### src/rtl/cambio_dispenser.sv
// Change-coin hopper controller: latches the change owed on a vend event and pays it out
// greedily, one coin per request/acknowledge handshake, with an acknowledge timeout.
//
// state   | meaning
// --------+----------------------------------------------------------------
// S_IDLE  | waiting for start; done pulses here after a payout or zero change
// S_EJECT | one eject line held, waiting for coin_ack or timeout
// S_GAP   | one hopper-recovery cycle between coins, no eject asserted
// S_FAULT | hopper stalled; sticky until reset
module cambio_dispenser #(
    parameter int unsigned DENOM_HI    = 2,
    parameter int unsigned DENOM_LO    = 1,
    parameter int unsigned ACK_TIMEOUT = 15
) (
    input  logic       clk,
    input  logic       reset,
    input  logic       start,
    input  logic [3:0] cambio,
    input  logic       coin_ack,
    output logic       eject_hi,
    output logic       eject_lo,
    output logic       busy,
    output logic       done,
    output logic       fault,
    output logic [3:0] remaining
);

    localparam logic [3:0] DHI = 4'(DENOM_HI);
    localparam logic [3:0] DLO = 4'(DENOM_LO);
    localparam logic [3:0] TMO = 4'(ACK_TIMEOUT);

    typedef enum logic [1:0] {
        S_IDLE  = 2'd0,
        S_EJECT = 2'd1,
        S_GAP   = 2'd2,
        S_FAULT = 2'd3
    } state_t;

    state_t     state_q, state_d;
    logic [3:0] remaining_q, remaining_d;
    logic [3:0] cnt_q, cnt_d;
    logic       eject_hi_q, eject_hi_d;
    logic       eject_lo_q, eject_lo_d;
    logic       busy_q, busy_d;
    logic       done_q, done_d;
    logic       fault_q, fault_d;
    logic [3:0] denom;
    logic [3:0] cnt_inc;

    always_comb begin
        denom   = eject_hi_q ? DHI : DLO;
        cnt_inc = cnt_q + 4'd1;
    end

    always_comb begin
        state_d     = state_q;
        remaining_d = remaining_q;
        cnt_d       = cnt_q;
        eject_hi_d  = eject_hi_q;
        eject_lo_d  = eject_lo_q;
        busy_d      = busy_q;
        done_d      = 1'b0;
        fault_d     = fault_q;

        case (state_q)
            S_IDLE: begin
                eject_hi_d = 1'b0;
                eject_lo_d = 1'b0;
                busy_d     = 1'b0;
                cnt_d      = '0;
                if (start) begin
                    remaining_d = cambio;
                    if (cambio == '0) begin
                        done_d = 1'b1;
                    end else begin
                        state_d    = S_EJECT;
                        busy_d     = 1'b1;
                        eject_hi_d = (cambio >= DHI);
                        eject_lo_d = (cambio < DHI);
                    end
                end
            end
            S_EJECT: begin
                // An ack landing in the timeout cycle still counts as a paid coin.
                if (coin_ack) begin
                    if (remaining_q >= denom) begin
                        remaining_d = remaining_q - denom;
                    end
                    eject_hi_d = 1'b0;
                    eject_lo_d = 1'b0;
                    cnt_d      = '0;
                    state_d    = S_GAP;
                end else if (cnt_inc >= TMO) begin
                    eject_hi_d = 1'b0;
                    eject_lo_d = 1'b0;
                    fault_d    = 1'b1;
                    cnt_d      = cnt_inc;
                    state_d    = S_FAULT;
                end else begin
                    cnt_d = cnt_inc;
                end
            end
            S_GAP: begin
                if (remaining_q == '0) begin
                    busy_d  = 1'b0;
                    done_d  = 1'b1;
                    state_d = S_IDLE;
                end else begin
                    eject_hi_d = (remaining_q >= DHI);
                    eject_lo_d = (remaining_q < DHI);
                    state_d    = S_EJECT;
                end
            end
            S_FAULT: begin
                eject_hi_d = 1'b0;
                eject_lo_d = 1'b0;
                busy_d     = 1'b1;
                fault_d    = 1'b1;
            end
            default: begin
                state_d = S_IDLE;
            end
        endcase
    end

    always_ff @(posedge clk) begin
        if (reset) begin
            state_q     <= S_IDLE;
            remaining_q <= '0;
            cnt_q       <= '0;
            eject_hi_q  <= 1'b0;
            eject_lo_q  <= 1'b0;
            busy_q      <= 1'b0;
            done_q      <= 1'b0;
            fault_q     <= 1'b0;
        end else begin
            state_q     <= state_d;
            remaining_q <= remaining_d;
            cnt_q       <= cnt_d;
            eject_hi_q  <= eject_hi_d;
            eject_lo_q  <= eject_lo_d;
            busy_q      <= busy_d;
            done_q      <= done_d;
            fault_q     <= fault_d;
        end
    end

    assign eject_hi  = eject_hi_q;
    assign eject_lo  = eject_lo_q;
    assign busy      = busy_q;
    assign done      = done_q;
    assign fault     = fault_q;
    assign remaining = remaining_q;

endmodule

### config.mk
export PLATFORM = sky130hd
export DESIGN_NAME = cambio_dispenser
export DESIGN_NICKNAME = d
export VERILOG_FILES = /design/src/rtl/cambio_dispenser.sv
export SDC_FILE = /design/constraint.sdc
export NUM_CORES = 1
export LEC_CHECK = 0
export ABC_AREA = 1
export CAP_MARGIN = 20
export CELL_PAD_IN_SITES_DETAIL_PLACEMENT = 0
export CELL_PAD_IN_SITES_GLOBAL_PLACEMENT = 1
export CORE_AREA = 3 3 47 66
export DETAILED_ROUTE_END_ITERATION = 10
export DIE_AREA = 0 0 50 69
export PLACE_DENSITY_LB_ADDON = 0.1
export RECOVER_POWER = 50
export SKIP_CTS_REPAIR_TIMING = 1
export SYNTH_ARGS = -nofsm -noshare
export SYNTH_HDL_FRONTEND = slang
export SYNTH_SLANG_ARGS = --single-unit
### constraint.sdc
create_clock -name clk -period 2.69 [get_ports clk]
set_input_delay 0.6725 -clock clk [delete_from_list [all_inputs] [get_ports clk]]
set_output_delay 0.6725 -clock clk [all_outputs]
set_load 0.02 [all_outputs]
Yosys cells after proc, flatten, opt, wreduce, memory -nomap -nowiden
Index checks and enable logic that the tools add are counted.
{"block": "totals", "regBits": 15, "input_bits": 8, "out_inout_bits": 9, "wordCells": 74}
{"block": "op_classes", "addsub": 2, "magnitude_cmp": 6, "n_eq_ne": 12, "muxes": 34, "reduce_logical": 12}
{"op": "1-bit 2-to-1 mux", "n": 17}
{"op": "4-bit 2-to-1 mux", "n": 4}
{"op": "2-bit != test, second input constant", "n": 8}
{"op": "4-bit case mux with 2 select lines", "n": 2}
{"op": "2-bit 2-to-1 mux", "n": 5}
{"op": "4-bit by 2-bit greater-or-equal comparator with 1-bit output, second input constant", "n": 2}
{"op": "4-bit zero test", "n": 2}
{"op": "4-bit by 2-bit < comparator with 1-bit output, second input constant", "n": 2}
{"op": "1-bit case mux with 4 select lines", "n": 2}
{"op": "4-bit AND reduction", "n": 2}
{"op": "2-bit case mux with 3 select lines", "n": 1}
{"op": "3-bit nonzero test", "n": 2}
{"op": "4-bit by 1-bit adder with 4-bit output, second input constant", "n": 1}
{"op": "2-bit equality test, second input constant", "n": 2}
{"op": "4-bit by 2-bit greater-or-equal comparator with 1-bit output", "n": 1}
{"op": "4-bit greater-or-equal comparator, second input constant", "n": 1}
{"op": "1-bit case mux with 2 select lines", "n": 2}
{"op": "2-bit AND reduction", "n": 2}
{"op": "2-bit nonzero test", "n": 2}
{"op": "4-bit by 2-bit subtractor with 4-bit output", "n": 1}
{"op": "3-bit != test, second input constant", "n": 1}
{"op": "1-bit case mux with 3 select lines", "n": 1}
{"op": "3-bit AND reduction", "n": 1}
{"op": "2-bit by 1-bit equality test with 1-bit output, second input constant", "n": 1}
{"op": "2-bit zero test", "n": 1}

Logic depth before layout (Yosys ltp)
Gate-level depths: netlist of the first run.
{"block": "depth", "ltp_word": 5, "ltp_mapped": 10, "depth_no_buf": 10}

Worst setup path after synthesis of the first run
OpenSTA, ideal clock, no wires.
{"block": "synth_path", "path_kind": "reg-to-reg", "from": "reg eject_hi_q, in the netlist eject_hi", "to": "reg remaining_q[0], in the netlist remaining[0]", "setup_ns": 0.116, "t_arrival_ns": 1.573, "t_required_ns": 2.574, "setup_slack_ns": 1.001, "stages_incl_launch_ff": 8, "cell_sequence": "dfxtp_1 inv_1 ha_1 fa_1 nand4_1 nand2_2 o21ai_0 nor2_1"}
{"block": "synth_between", "elab_chain_len": 5, "word_cells_on_any_way": 8}
{"item": "start: declaration", "line_no": "42", "source": "logic eject_hi_q, eject_hi_d;"}
{"item": "start signal: assignment", "line_no": "140", "source": "eject_hi_q <= eject_hi_d;"}
{"item": "2-bit 2-to-1 mux (*)", "line_no": "51", "source": "denom = eject_hi_q ? DHI : DLO;"}
{"item": "4-bit by 2-bit subtractor with 4-bit output", "line_no": "87", "source": "remaining_d = remaining_q - denom;"}
{"item": "4-bit 2-to-1 mux", "line_no": "86", "source": "if (remaining_q >= denom) begin"}
{"item": "4-bit 2-to-1 mux", "line_no": "85", "source": "if (coin_ack) begin"}
{"item": "4-bit case mux with 2 select lines", "line_no": "65", "source": "case (state_q)"}
{"item": "end signal: assignment", "line_no": "138", "source": "remaining_q <= remaining_d;"}
{"item": "end: declaration", "line_no": "40", "source": "logic [3:0] remaining_q, remaining_d;"}
Every way passes the cells marked *; elsewhere a longest branch is shown, timed or not. The select of a mux whose other input is x is not followed.
A chain may end at the register's enable or synchronous reset.

Worst setup path in the final report of the first run
{"block": "layout_path", "from": "reg eject_hi_q, in the netlist eject_hi", "to": "out eject_hi"}
{"item": "end: declaration", "line_no": "20", "source": "output logic eject_hi,"}
No word-level cell between the ends.

==> impl_metrics.env, run 1 <==
export IMPL_drive_gt1_share_pct=5.294
export IMPL_max_vdd_ir_drop_v=0.0003819
export IMPL_tightest_slew_ns=0.4428
export IMPL_min_period_over_period_pct=75.51
export IMPL_timing_fmax_mhz=492.3
export IMPL_grt_overflow=0
export IMPL_worstSkewPairLatency_ns=0.29
export IMPL_vias=961
export IMPL_final_cell_mix="36 x nand2_1, 23 x nor2_1, 22 x inv_1"
export IMPL_r2r_start="state_q[1]$_SDFFE_PP0P_"
export IMPL_num_rows=22
export IMPL_cp_max_fo=4
export IMPL_drt_wl_total_mm=2.277
export IMPL_slew_viol_final=0
export IMPL_crit_slowest_cell="clkdlybuf4s50_1"
export IMPL_numCtsBuffers=3
export IMPL_hold_start="cnt_q[3]$_SDFFE_PP0P_"
export IMPL_antenna_found_initial=0
export IMPL_setup_tns_ns=0
export IMPL_die_h_um=69
export IMPL_crit_type="flip-flop to output port"
export IMPL_fin_crit_ns=2.031
export IMPL_core_area_um2=2615
export IMPL_syn_cell_area_um2=999.7
export IMPL_final_common_cell="nand2_1"
export IMPL_syn_inst=150
export IMPL_critPathBufInv=1
export IMPL_grt_max_degree=11
export IMPL_setup_viol=0
export IMPL_hpwl_mm=1.841
export IMPL_port_buffers=16
export IMPL_path_cells="clkdlybuf4s50_1"
export IMPL_cp_startpoint="eject_hi$_SDFFE_PP0P_"
export IMPL_fillers=292
export IMPL_cpLargestDelayFamily="buffers and inverters"
export IMPL_wire_per_inst_um=11.05
export IMPL_areaGrowthSynthToFinish_pct=22.03
export IMPL_yosys_register_bits=15
export IMPL_synth_ff_type="dfxtp_1"
export IMPL_cts_tree="built"
export IMPL_p_leak_nw=0.5642
export IMPL_place_inst=202
export IMPL_start_util_pct=38.23
export IMPL_globalplace_congestion=0.7920
export IMPL_finClkSkew_ns=0.01159
export IMPL_cts_sinks=15
export IMPL_crit_path_max_incr_delay_ns=0.64
export IMPL_syn_num_nets=168
export IMPL_drt_initial_drc_count=20
export IMPL_num_io_pins=17
export IMPL_arrival_ns=1.36
export IMPL_ys_warn_count=0
export IMPL_end_kind="output port"
export IMPL_grt_pass1_wl_mm=3.753
export IMPL_clk_path_buf_depth=2
export IMPL_synthArstFlopShare_pct=0
export IMPL_synth_edf_count=0
export IMPL_grt_usage_pct=13.94
export IMPL_slew_headroom_pct=70.37
export IMPL_fin_cells=206
export IMPL_clkSlewWorstSetupHoldPaths_ns=0.11
export IMPL_ys_seq_area_share_pct=30.04
export IMPL_status="finished, final reports clean"
export IMPL_grt_pass1_vias=874
export IMPL_max_cap_violations=0
export IMPL_ant_nets=0
export IMPL_p_per_area_nw_per_um2=985.9
export IMPL_hp_class="flip-flop to flip-flop"
export IMPL_layout_nets=189
export IMPL_die_area_um2=3450
export IMPL_h_tree_depth=1
export IMPL_drc=0
export IMPL_synth_cell_types=21
export IMPL_required_ns=2.02
export IMPL_firstDrtPassIters=4
export IMPL_avgSynthCellArea_um2=6.665
export IMPL_rsz0062_at_grt="no"
export IMPL_die_width_um=50
export IMPL_viasPerCell=4.665
export IMPL_start_kind="flip-flop"
export IMPL_antenna_cells=0
export IMPL_hold_viol=0
export IMPL_root_buffer="clkbuf_4"
cells by family after synthesis:
group,after synthesis,share of synthesized area (%)
DFF,15,30.04
buffers and inverters,24,9.137
xor gates and xnor gates,1,0.8763
and+or+nand+nor,75,33.04
AOI/OAI and AO/OA,24,12.64
adders and majority gates,10,13.27
muxes,1,1.001
synth_stat cells, types with 2 or more instances:
cell type / count / area [um2]
nand2_1: 34 / 127.6
nor2_1: 22 / 82.58
inv_1: 21 / 78.83
dfxtp_1: 15 / 300.3
a21oi_1: 12 / 60.06
nand3_1: 10 / 50.05
o21ai_0: 10 / 50.05
ha_1: 9 / 112.6
nand4_1: 3 / 18.77
inv_2: 2 / 7.510
nand2_2: 2 / 12.51
state kept, by name, summed over array words and instances (netlist names):
register,count
eject_lo,1
cnt_q,4
busy,1
state_q,2
done,1
eject_hi,1
fault,1
remaining,4
area by class of cell:
| class | count | area, um2 | area share [%] |
|---|---|---|---|
| tap | 36 | 45.04 | 3.692 |
| multi-input combinational | 111 | 595.6 | 48.82 |
| clock buffer | 3 | 22.52 | 1.846 |
| sequential | 15 | 300.3 | 24.62 |
| inverter | 24 | 91.34 | 7.487 |
| clock inverter | 1 | 5.005 | 0.4103 |
| timing repair buffer | 16 | 160.2 | 13.13 |
stage by stage:
stage | utilization, % | total power [mW] | area (um2) | setup WS (ns) | hold slack (ns)
floorplan | - | 0.8732 | 999.7 | 1.001 | 0.4517
global placement | 46.08 | 1.095 | 1205 | 0.8134 | 0.4606
detailed placement | 46.08 | 1.094 | 1205 | 0.8011 | 0.4800
CTS | 47.13 | 1.232 | 1232 | 0.6342 | 0.4969
global route | 46.65 | 1.333 | 1220 | 0.4648 | 0.5260
finish | 46.65 | 1.203 | 1220 | 0.6589 | 0.4901
path summary, 6_finish.rpt:
kind,cells after the start,slack [ns],endpoint
worst max-delay path,1,0.66,eject_hi
worst max register to register,7,0.69,eject_hi$_SDFFE_PP0P_
worst min-delay path,2,0.49,cnt_q[3]$_SDFFE_PP0P_
worst min register to register,2,0.49,cnt_q[3]$_SDFFE_PP0P_
metal layers:
metal | wire, um | track usage (%)
met1 | 1031 | 15.82
met2 | 1141 | 24.27
met3 | 83 | 3.240
met5 | 0 | 0
met4 | 21 | 5.538
power breakdown:
group,leakage [nW],total [mW],internal (mW),switching [mW]
logic,0.423,0.722,0.281,0.440
registers,0.123,0.345,0.285,0.0600
clock network,0.0177,0.136,0.0553,0.0806
No activity file was read; power rests on OpenSTA's default activity.
==> run 2, diff against run 1 <==
--- a/config.mk
+++ b/config.mk
@@ -9,9 +9,9 @@
 export CAP_MARGIN = 20
 export CELL_PAD_IN_SITES_DETAIL_PLACEMENT = 0
 export CELL_PAD_IN_SITES_GLOBAL_PLACEMENT = 1
-export CORE_AREA = 3 3 47 66
+export CORE_AREA = 3 3 51 72
 export DETAILED_ROUTE_END_ITERATION = 10
-export DIE_AREA = 0 0 50 69
+export DIE_AREA = 0 0 54 75
 export PLACE_DENSITY_LB_ADDON = 0.1
 export RECOVER_POWER = 50
 export SKIP_CTS_REPAIR_TIMING = 1
==> constraint.sdc (replaced) <==
create_clock -name clk -period 1.8 [get_ports clk]
set_input_delay 0.45 -clock clk [delete_from_list [all_inputs] [get_ports clk]]
set_output_delay 0.45 -clock clk [all_outputs]
set_load 0.02 [all_outputs]
==> impl_metrics.env, run 2 (synthesis results as in run 1) <==
export IMPL_status="finished, final reports clean"
export IMPL_crit_type="flip-flop to output port"
export IMPL_grt_usage_pct=14.11
export IMPL_min_period_over_period_pct=94.09
export IMPL_die_area_um2=4050
export IMPL_cts_sinks=15
export IMPL_wire_per_inst_um=11.92
export IMPL_cpLargestDelayFamily="buffers and inverters"
export IMPL_max_vdd_ir_drop_v=0.0005314
export IMPL_arrival_ns=1.24
export IMPL_crit_path_max_incr_delay_ns=0.62
export IMPL_path_cells="clkdlybuf4s50_1"
export IMPL_antenna_cells=0
export IMPL_drt_wl_total_mm=2.539
export IMPL_areaGrowthSynthToFinish_pct=27.28
export IMPL_final_common_cell="nand2_1"
export IMPL_grt_overflow=0
export IMPL_num_rows=24
export IMPL_die_width_um=54
export IMPL_p_leak_nw=0.5827
export IMPL_layout_nets=193
export IMPL_globalplace_congestion=0.7389
export IMPL_cts_tree="built"
export IMPL_slew_headroom_pct=74.10
export IMPL_tightest_slew_ns=0.3844
export IMPL_grt_pass1_vias=949
export IMPL_fin_crit_ns=1.694
export IMPL_p_per_area_nw_per_um2=1545
export IMPL_cp_max_fo=4
export IMPL_firstDrtPassIters=4
export IMPL_root_buffer="clkbuf_8"
export IMPL_hold_viol=0
export IMPL_drc=0
export IMPL_hp_class="flip-flop to flip-flop"
export IMPL_drt_initial_drc_count=10
export IMPL_vias=1011
export IMPL_grt_pass1_wl_mm=4.133
export IMPL_start_kind="flip-flop"
export IMPL_critPathBufInv=1
export IMPL_setup_tns_ns=0
export IMPL_hpwl_mm=2.082
export IMPL_timing_fmax_mhz=590.5
export IMPL_drive_gt1_share_pct=9.770
export IMPL_slew_viol_final=0
export IMPL_required_ns=1.35
export IMPL_power_total_mw=1.966
export IMPL_numCtsBuffers=3
export IMPL_final_util_pct=41.14
export IMPL_end_kind="output port"
export IMPL_viasPerCell=4.746
export IMPL_die_h_um=75
export IMPL_grt_max_degree=11
export IMPL_clk_path_buf_depth=2
export IMPL_port_buffers=16
export IMPL_setup_viol=0
export IMPL_worstSkewPairLatency_ns=0.25
export IMPL_clkSlewWorstSetupHoldPaths_ns=0.07
export IMPL_core_area_um2=3093
export IMPL_crit_slowest_cell="clkdlybuf4s50_1"
export IMPL_antenna_found_initial=0
export IMPL_num_io_pins=17
export IMPL_r2r_slack_ns=0.17
export IMPL_h_tree_depth=1
export IMPL_ant_nets=0
export IMPL_finClkSkew_ns=0.005145
export IMPL_max_cap_violations=0
export IMPL_final_cell_mix="34 x nand2_1, 22 x nor2_1, 21 x inv_1"
export IMPL_start_util_pct=32.32
export IMPL_rsz0062_at_grt="no"
==> run 2: cell types whose count changed in the layout (fill, tap and decap cells not counted), sizes merged <==
cell | previous run | this run
buf | 0 | 3
clkbuf | 3 | 5
clkdlybuf4s50 | 15 | 13
dlygate4sd3 | 1 | 2
==> run 2: where the power goes <==
| part | leakage, nW | switching [mW] | internal (mW) |
|---|---|---|---|
| registers | 0.123 | 0.0840 | 0.429 |
| clock network | 0.0255 | 0.133 | 0.153 |
| logic | 0.434 | 0.712 | 0.454 |
==> run 2: final cells by class <==
type	instances	area [um2]
fill	330	1821
multi-input combinational	111	604.3
sequential	15	301.5
timing repair buffer	20	180.2
inverter	24	91.34
tap	39	48.80
clock buffer	3	41.29
clock inverter	1	5.005
==> run 2: per-stage QoR <==
stage               std cells  setup WS [ns]  hold slack [ns]  cell area [um2]
floorplan                 150         0.1113           0.4517            999.7
global placement          209         0.1256           0.4662             1239
detailed placement        209         0.1060           0.4733             1239
CTS                       213       0.005491           0.4859             1285
global route              213        0.02479           0.5246             1272
finish                    213         0.1064           0.4842             1272
==> run 2: final timing paths <==
kind | from | endpoint | cells past startpoint
worst max-delay path | remaining[1]$_SDFFE_PP0P_ | remaining[1] | 1
worst min-delay path | eject_lo$_SDFFE_PP0P_ | eject_lo$_SDFFE_PP0P_ | 2
worst max register to register | remaining[0]$_SDFFE_PP0P_ | remaining[1]$_SDFFE_PP0P_ | 7
worst min register to register | eject_lo$_SDFFE_PP0P_ | eject_lo$_SDFFE_PP0P_ | 2
==> run 2: routing by layer <==
metal | vias to the layer above | share of wire, % | global-route usage, % | wire, um
li1 | 527 | - | - | -
met1 | 465 | 39 | 14.11 | 990
met2 | 15 | 56 | 28.17 | 1433
met3 | 4 | 3.3 | 1.980 | 85
met4 | 0 | 1.2 | 4.986 | 31
met5 | - | 0 | 0 | 0
==> run 3, diff against run 2 <==
--- a/config.mk
+++ b/config.mk
@@ -6,7 +6,6 @@
 export NUM_CORES = 1
 export LEC_CHECK = 0
 export ABC_AREA = 1
-export CAP_MARGIN = 20
 export CELL_PAD_IN_SITES_DETAIL_PLACEMENT = 0
 export CELL_PAD_IN_SITES_GLOBAL_PLACEMENT = 1
 export CORE_AREA = 3 3 51 72
==> results of run 3 <==
No change in the layout: final DEF, timing and power equal those of run 2.
